<file path="src/rtl/nco_ctrl_pkg.sv">
// Shared types and constants for the NCO frequency/phase sweep sequencer.
//   - default widths for control words, step index and dwell counter
//   - sequencer state enum and sweep descriptor struct
//   - last_idx(): index of the final FCW of a sweep (a count of 0 acts as 1)
package nco_ctrl_pkg;

    localparam int FCW_W_DFLT   = 28;
    localparam int STEP_W_DFLT  = 16;
    localparam int DWELL_W_DFLT = 24;

    // Quarter of the full 2^28 phase circle: 90 degrees on the phase input,
    // fs/4 on the frequency input.
    localparam logic [FCW_W_DFLT-1:0] FCW_QUARTER_CLK = 28'd67108864;
    localparam logic [FCW_W_DFLT-1:0] PHASE_90        = 28'd67108864;

    typedef enum logic [1:0] {
        IDLE = 2'd0,
        RUN  = 2'd1,
        HOLD = 2'd2
    } state_e;

    typedef struct packed {
        logic [FCW_W_DFLT-1:0]   start_fcw;
        logic [FCW_W_DFLT-1:0]   step_fcw;
        logic [STEP_W_DFLT-1:0]  num_steps;
        logic [DWELL_W_DFLT-1:0] dwell;
        logic [FCW_W_DFLT-1:0]   phase;
        logic                    rpt;
    } sweep_desc_t;

    function automatic logic [STEP_W_DFLT-1:0] last_idx(input logic [STEP_W_DFLT-1:0] num);
        return (num == '0) ? '0 : num - 1'b1;
    endfunction

endpackage

</file>
<file path="src/rtl/nco_dwell_timer.sv">
// Per-step dwell timer: a down-counter loaded with max(dwell,1)-1.
//   clk_i, rst_i : clock, synchronous active-high reset
//   load_i       : (re)load the counter from dwell_i
//   dwell_i      : cycles each FCW is held (0 behaves as 1)
//   expired_o    : counter is at zero, i.e. current FCW is in its last cycle
module nco_dwell_timer #(
    parameter int DWELL_W = 24
) (
    input  logic               clk_i,
    input  logic               rst_i,
    input  logic               load_i,
    input  logic [DWELL_W-1:0] dwell_i,
    output logic               expired_o
);

    logic [DWELL_W-1:0] count_q;
    logic [DWELL_W-1:0] count_d;

    always_comb begin
        count_d = count_q;
        if (load_i) begin
            count_d = (dwell_i == '0) ? '0 : dwell_i - 1'b1;
        end else if (count_q != '0) begin
            count_d = count_q - 1'b1;
        end
    end

    always_ff @(posedge clk_i) begin
        if (rst_i) begin
            count_q <= '0;
        end else begin
            count_q <= count_d;
        end
    end

    assign expired_o = (count_q == '0);

endmodule

</file>
<file path="src/rtl/nco_sweep_ctrl.sv">
// Frequency/phase sweep sequencer driving the NCO control words.
//   cfg_*_i      : sweep descriptor, accepted on cfg_valid_i && cfg_ready_o
//   start_i      : start a sweep (IDLE/HOLD only, needs a loaded descriptor)
//   abort_i      : return to IDLE with zeroed outputs; wins over start/cfg
//   fre_chtr_o   : registered frequency control word
//   pha_chtr_o   : registered phase control word
//   busy_o       : sweep running
//   step_strobe_o: first cycle of each newly presented FCW
//   step_idx_o   : index of the FCW being presented
//   done_o       : one-cycle pulse when a non-repeating sweep finishes
//
// state | meaning
// IDLE  | no sweep, control words zero
// RUN   | sweeping, FCW advances on dwell expiry
// HOLD  | sweep finished, last FCW/phase held
module nco_sweep_ctrl
    import nco_ctrl_pkg::*;
#(
    parameter int FCW_W   = FCW_W_DFLT,
    parameter int STEP_W  = STEP_W_DFLT,
    parameter int DWELL_W = DWELL_W_DFLT
) (
    input  logic               clk_i,
    input  logic               rst_i,
    input  logic               cfg_valid_i,
    output logic               cfg_ready_o,
    input  logic [FCW_W-1:0]   cfg_start_fcw_i,
    input  logic [FCW_W-1:0]   cfg_step_fcw_i,
    input  logic [STEP_W-1:0]  cfg_num_steps_i,
    input  logic [DWELL_W-1:0] cfg_dwell_i,
    input  logic [FCW_W-1:0]   cfg_phase_i,
    input  logic               cfg_repeat_i,
    input  logic               start_i,
    input  logic               abort_i,
    output logic [FCW_W-1:0]   fre_chtr_o,
    output logic [FCW_W-1:0]   pha_chtr_o,
    output logic               busy_o,
    output logic               step_strobe_o,
    output logic [STEP_W-1:0]  step_idx_o,
    output logic               done_o
);

    state_e             state_q, state_d;
    sweep_desc_t        desc_q, desc_d;
    logic               loaded_q, loaded_d;
    logic [FCW_W-1:0]   fre_q, fre_d;
    logic [FCW_W-1:0]   pha_q, pha_d;
    logic [STEP_W-1:0]  idx_q, idx_d;
    logic               strobe_q, strobe_d;
    logic               done_q, done_d;

    logic               cfg_fire;
    sweep_desc_t        cfg_in;
    sweep_desc_t        desc_use;
    logic               tmr_load;
    logic [DWELL_W-1:0] tmr_dwell;
    logic               tmr_expired;

    // Abort blocks the handshake so an aborting cycle never loads a descriptor.
    assign cfg_ready_o = (state_q != RUN) && !abort_i;
    assign cfg_fire    = cfg_valid_i && cfg_ready_o;
    assign cfg_in      = '{start_fcw: cfg_start_fcw_i, step_fcw: cfg_step_fcw_i,
                           num_steps: cfg_num_steps_i, dwell: cfg_dwell_i,
                           phase: cfg_phase_i, rpt: cfg_repeat_i};
    // A descriptor arriving with start is used directly for the first FCW.
    assign desc_use    = cfg_fire ? cfg_in : desc_q;

    always_comb begin
        state_d   = state_q;
        desc_d    = desc_q;
        loaded_d  = loaded_q;
        fre_d     = fre_q;
        pha_d     = pha_q;
        idx_d     = idx_q;
        strobe_d  = 1'b0;
        done_d    = 1'b0;
        tmr_load  = 1'b0;
        tmr_dwell = desc_q.dwell;

        if (abort_i) begin
            state_d = IDLE;
            fre_d   = '0;
            pha_d   = '0;
            idx_d   = '0;
        end else begin
            if (cfg_fire) begin
                desc_d   = cfg_in;
                loaded_d = 1'b1;
            end
            case (state_q)
                IDLE, HOLD: begin
                    if (start_i && (loaded_q || cfg_fire)) begin
                        state_d   = RUN;
                        fre_d     = desc_use.start_fcw;
                        pha_d     = desc_use.phase;
                        idx_d     = '0;
                        strobe_d  = 1'b1;
                        tmr_load  = 1'b1;
                        tmr_dwell = desc_use.dwell;
                    end
                end
                RUN: begin
                    if (tmr_expired) begin
                        if (idx_q != last_idx(desc_q.num_steps)) begin
                            fre_d    = fre_q + desc_q.step_fcw;
                            idx_d    = idx_q + 1'b1;
                            strobe_d = 1'b1;
                            tmr_load = 1'b1;
                        end else if (desc_q.rpt) begin
                            fre_d    = desc_q.start_fcw;
                            idx_d    = '0;
                            strobe_d = 1'b1;
                            tmr_load = 1'b1;
                        end else begin
                            state_d = HOLD;
                            done_d  = 1'b1;
                        end
                    end
                end
                default: state_d = IDLE;
            endcase
        end
    end

    always_ff @(posedge clk_i) begin
        if (rst_i) begin
            state_q  <= IDLE;
            desc_q   <= '0;
            loaded_q <= 1'b0;
            fre_q    <= '0;
            pha_q    <= '0;
            idx_q    <= '0;
            strobe_q <= 1'b0;
            done_q   <= 1'b0;
        end else begin
            state_q  <= state_d;
            desc_q   <= desc_d;
            loaded_q <= loaded_d;
            fre_q    <= fre_d;
            pha_q    <= pha_d;
            idx_q    <= idx_d;
            strobe_q <= strobe_d;
            done_q   <= done_d;
        end
    end

    nco_dwell_timer #(
        .DWELL_W (DWELL_W)
    ) u_dwell_timer (
        .clk_i     (clk_i),
        .rst_i     (rst_i),
        .load_i    (tmr_load),
        .dwell_i   (tmr_dwell),
        .expired_o (tmr_expired)
    );

    assign fre_chtr_o    = fre_q;
    assign pha_chtr_o    = pha_q;
    assign busy_o        = (state_q == RUN);
    assign step_strobe_o = strobe_q;
    assign step_idx_o    = idx_q;
    assign done_o        = done_q;

endmodule

</file>
<file path="config.mk">
export PLATFORM = sky130hd
export DESIGN_NAME = nco_sweep_ctrl
export DESIGN_NICKNAME = d
export VERILOG_FILES = /design/src/rtl/nco_ctrl_pkg.sv /design/src/rtl/nco_dwell_timer.sv /design/src/rtl/nco_sweep_ctrl.sv
export SDC_FILE = /design/constraint.sdc
export NUM_CORES = 1
export LEC_CHECK = 0
export ABC_AREA = 1
export ABC_CLOCK_PERIOD_IN_PS = 3600
export BUFFER_PORTS_ARGS = -buffer_cell sky130_fd_sc_hd__buf_4
export CORE_MARGIN = 2
export CORE_UTILIZATION = 40
export CTS_CLUSTER_DIAMETER = 150
export CTS_CLUSTER_SIZE = 14
export DETAILED_ROUTE_END_ITERATION = 7
export SLEW_MARGIN = 20
export SYNTH_ARGS = -nofsm -noshare
export SYNTH_HDL_FRONTEND = slang
export SYNTH_SLANG_ARGS = --single-unit
</file>
<file path="constraint.sdc">
create_clock -name clk_i -period 3.6 [get_ports clk_i]
set_clock_uncertainty 0.15 [all_clocks]
set_input_delay 0.18 -clock clk_i [delete_from_list [all_inputs] [get_ports clk_i]]
set_output_delay 0.18 -clock clk_i [all_outputs]
set_load 0.005 [all_outputs]
</file>
==> metrics <==
clock sink count between 200 and 250; CTS buffer count 20; 1st-pass router iterations 6; routed wire length 39200 microns; wire per inst between 15 and 20 microns; Max Cap Viol 0; crit path max-delay cell type inv_2; Mapped Nets 2030; post-DR vias/cell between 5 and 6; fin crit period 3.16 ns; RSZ-0062 raised after global routing false; clock tree buffer depth 3; critical path type reg2reg; sequential-to-total area share from yosys stat 35.9%; placed insts roughly 2400; pin count of the biggest net entering global routing 72; root buf cell clkbuf_16; R2R Path Start desc_q[53]$_SDFFE_PP0P_; Synth Cell Area 12600 sq um; post-route antenna net violation count 0; nets 2328; row count 65; CTS tree built; Iter 0 DRT Violations 875; area of the die between 30000 and 40000 sq um; ratio of cells with drive above 1 in the final layout 13.5%; met3 WL 2610 microns; CTS H-Tree Depth 1; Mapped Cells 1867; library cells used by synthesis 43; Post-synth EDFFs 0; Least-Margin Pin Slew 0.909 ns; Skew-Pair Late Insertion Delay 0.51 ns; Final Hold Vio Count 0; Async S/R FF share, synth 0%; grt ovf 0; # setup viols final 0; Port Buf Inserts 205; crit end category flip-flop; CP Data Required Time 3.85 ns; DR WL met2 17500 microns; slew margin rel. between 30 and 40%; Initial Util between 40 and 50%; Clock transition at path regs 0.07 ns; outcome completed; Slew Limit Fails 0; Die Span Y 182 microns; num ports 206; M1 WL 18200 microns; GPL Wtd Cong approximately 0.95; initial antenna violation count 4; Syn Area/Cell 6.75 sq um; first-pass GRT wire length 64100 microns; crit-path cells inv_1 -> ha_1 -> nand2_2 -> nor2_1 -> nand2_2 -> nand3_1 -> nand2_1 -> nand2_1 -> nor2_1 -> nand2_1 -> nor2_2 -> nand3_2 -> nand3_2 -> inv_2 -> buf_4 -> o21ai_0 -> a21oi_1 -> nor2_1; worst path arrival time 3.41 ns; Post-Layout Cell Count 2569; CP startpoint desc_q[53]$_SDFFE_PP0P_; P per Cell Area roughly 420 nW/um^2; Synth-to-Final Area Change 29.5%; detailed-route DRC error count 0; filler instances 3081; most common cell after layout, fill and taps aside nand2_1; Post-Place Worst Slack 0.389 ns; cts repair resizes 0; Fmax achieved 317 MHz; HPWL Detailed 28100 microns; Hold Crit Start rst_i; Tcrit/Tclk final 87.7%; Hold Path Class in2reg; most frequent cells in the layout nand2_1 (375), nor2_1 (305), buf_4 (230), dfxtp_1 (226), o21ai_0 (193); GRT Util Overall between 20% and 30%; DR vias 13000; Crit Path Max Fanout 25; top sig layer met5; Die Wd 182 microns; Core Area ~31000 sq um; synthesized flop and latch total 226; most common flop cell mapped by yosys dfxtp_1; Setup Total Neg Slack 0 ns; Syn. warnings 0; type of origin of the critical path flip-flop; VDD IR max 0.363 mV; Max stage delay on crit path 0.32 ns; final worst slack 0.444 ns; number of global-route vias before repair 12500; Lkg Pwr 7.44 nW
[power breakdown]
group | switching (mW) | internal (mW) | total [mW]
Clock | 0.966 | 1.04 | 2.00
Sequential | 0.161 | 2.71 | 2.87
Combinational | 1.17 | 0.835 | 2.01
[sequential cells by signal, indices dropped and copies added, names as in the netlist]
register,count
loaded_q,1
fre_chtr_o,28
u_dwell_timer.count_q,24
step_strobe_o,1
state_q,2
step_idx_o,16
done_o,1
desc_q,125
pha_chtr_o,28
[synthesized netlist by cell type (8+ instances only)]
master	number	share of area [%]
xor2_1	57	4.0
a31oi_1	8	0.40
inv_1	149	4.4
or2_2	10	0.50
o21ai_1	38	1.5
a211oi_1	8	0.48
nand2_1	375	11
o21ai_0	193	7.7
xnor2_1	20	1.4
nor2_1	306	9.1
a21oi_1	140	5.6
nand3_1	73	2.9
nor3_1	19	0.75
clkbuf_1	48	1.4
ha_1	32	3.2
mux2i_1	40	3.2
buf_2	22	0.87
dfxtp_1	226	36
nand4_1	30	1.5
[final timing paths]
kind / endpoint / slack (ns) / depth (start not counted)
setup / recovery: fre_chtr_o[20]$_SDFFE_PP0P_ / 0.44 / 18
hold / removal: desc_q[43]$_SDFFE_PP0N_ / 0.02 / 2
setup reg to reg: fre_chtr_o[20]$_SDFFE_PP0P_ / 0.44 / 18
hold reg to reg: desc_q[94]$_SDFFE_PP0P_ / 0.32 / 2
[final cells by class]
cell class	instances	area, sq um	share of cell area (%)
Inverter	156	586	3.59
Antenna cell	2	5.00	0.0307
Timing Repair Buffer	359	3040	18.6
Clock buffer	21	526	3.22
Tap cell	402	503	3.08
Multi-Input combinational cell	1402	7130	43.7
Sequential cell	226	4520	27.7
Clock inverter	1	16.3	0.0996
[routing by layer]
metal	track usage, %	up-vias
met3	4.13	56
met1	31.8	5871
met5	0	-
li1	-	6683
met4	5.85	4
met2	39.0	384
[critical path: cells and delay by family, from the launching register on]
kind                       cells  cell delay (ns)
DFF                            1             0.30
adders and majority gates      1             0.24
and+or+nand+nor               12             1.41
AOI/OAI and AO/OA              2             0.24
buffers and inverters          3             0.70
[what timing repair did]
action                     in CTS  in global routing
buffers inserted                0                  3
setup endpoints to repair       0                  1
hold endpoints to repair      186                  0
hold buffers                  127                  0
[per-stage QoR]
step           util, %  power [mW]  instance area (sq um)  hold WS (ns)
2_1_floorplan        -        4.25                  12600         0.175
5_1_grt           52.1        7.32                  16300        0.0326
3_3_place_gp      46.2        4.78                  14500         0.283
6_report          52.1        6.88                  16300        0.0163
3_5_place_dp      46.2        4.79                  14500         0.291
4_1_cts           52.0        6.92                  16300        0.0154
[kinds of logic after synthesis]
family / synth area share, %
muxes: 3.18
DFF: 35.9
and+or+nand+nor: 28.2
adders and majority gates: 3.33
AOI/OAI and AO/OA: 16.4
buffers and inverters: 7.67
xor gates and xnor gates: 5.35
(Power assumes the default switching activity.)
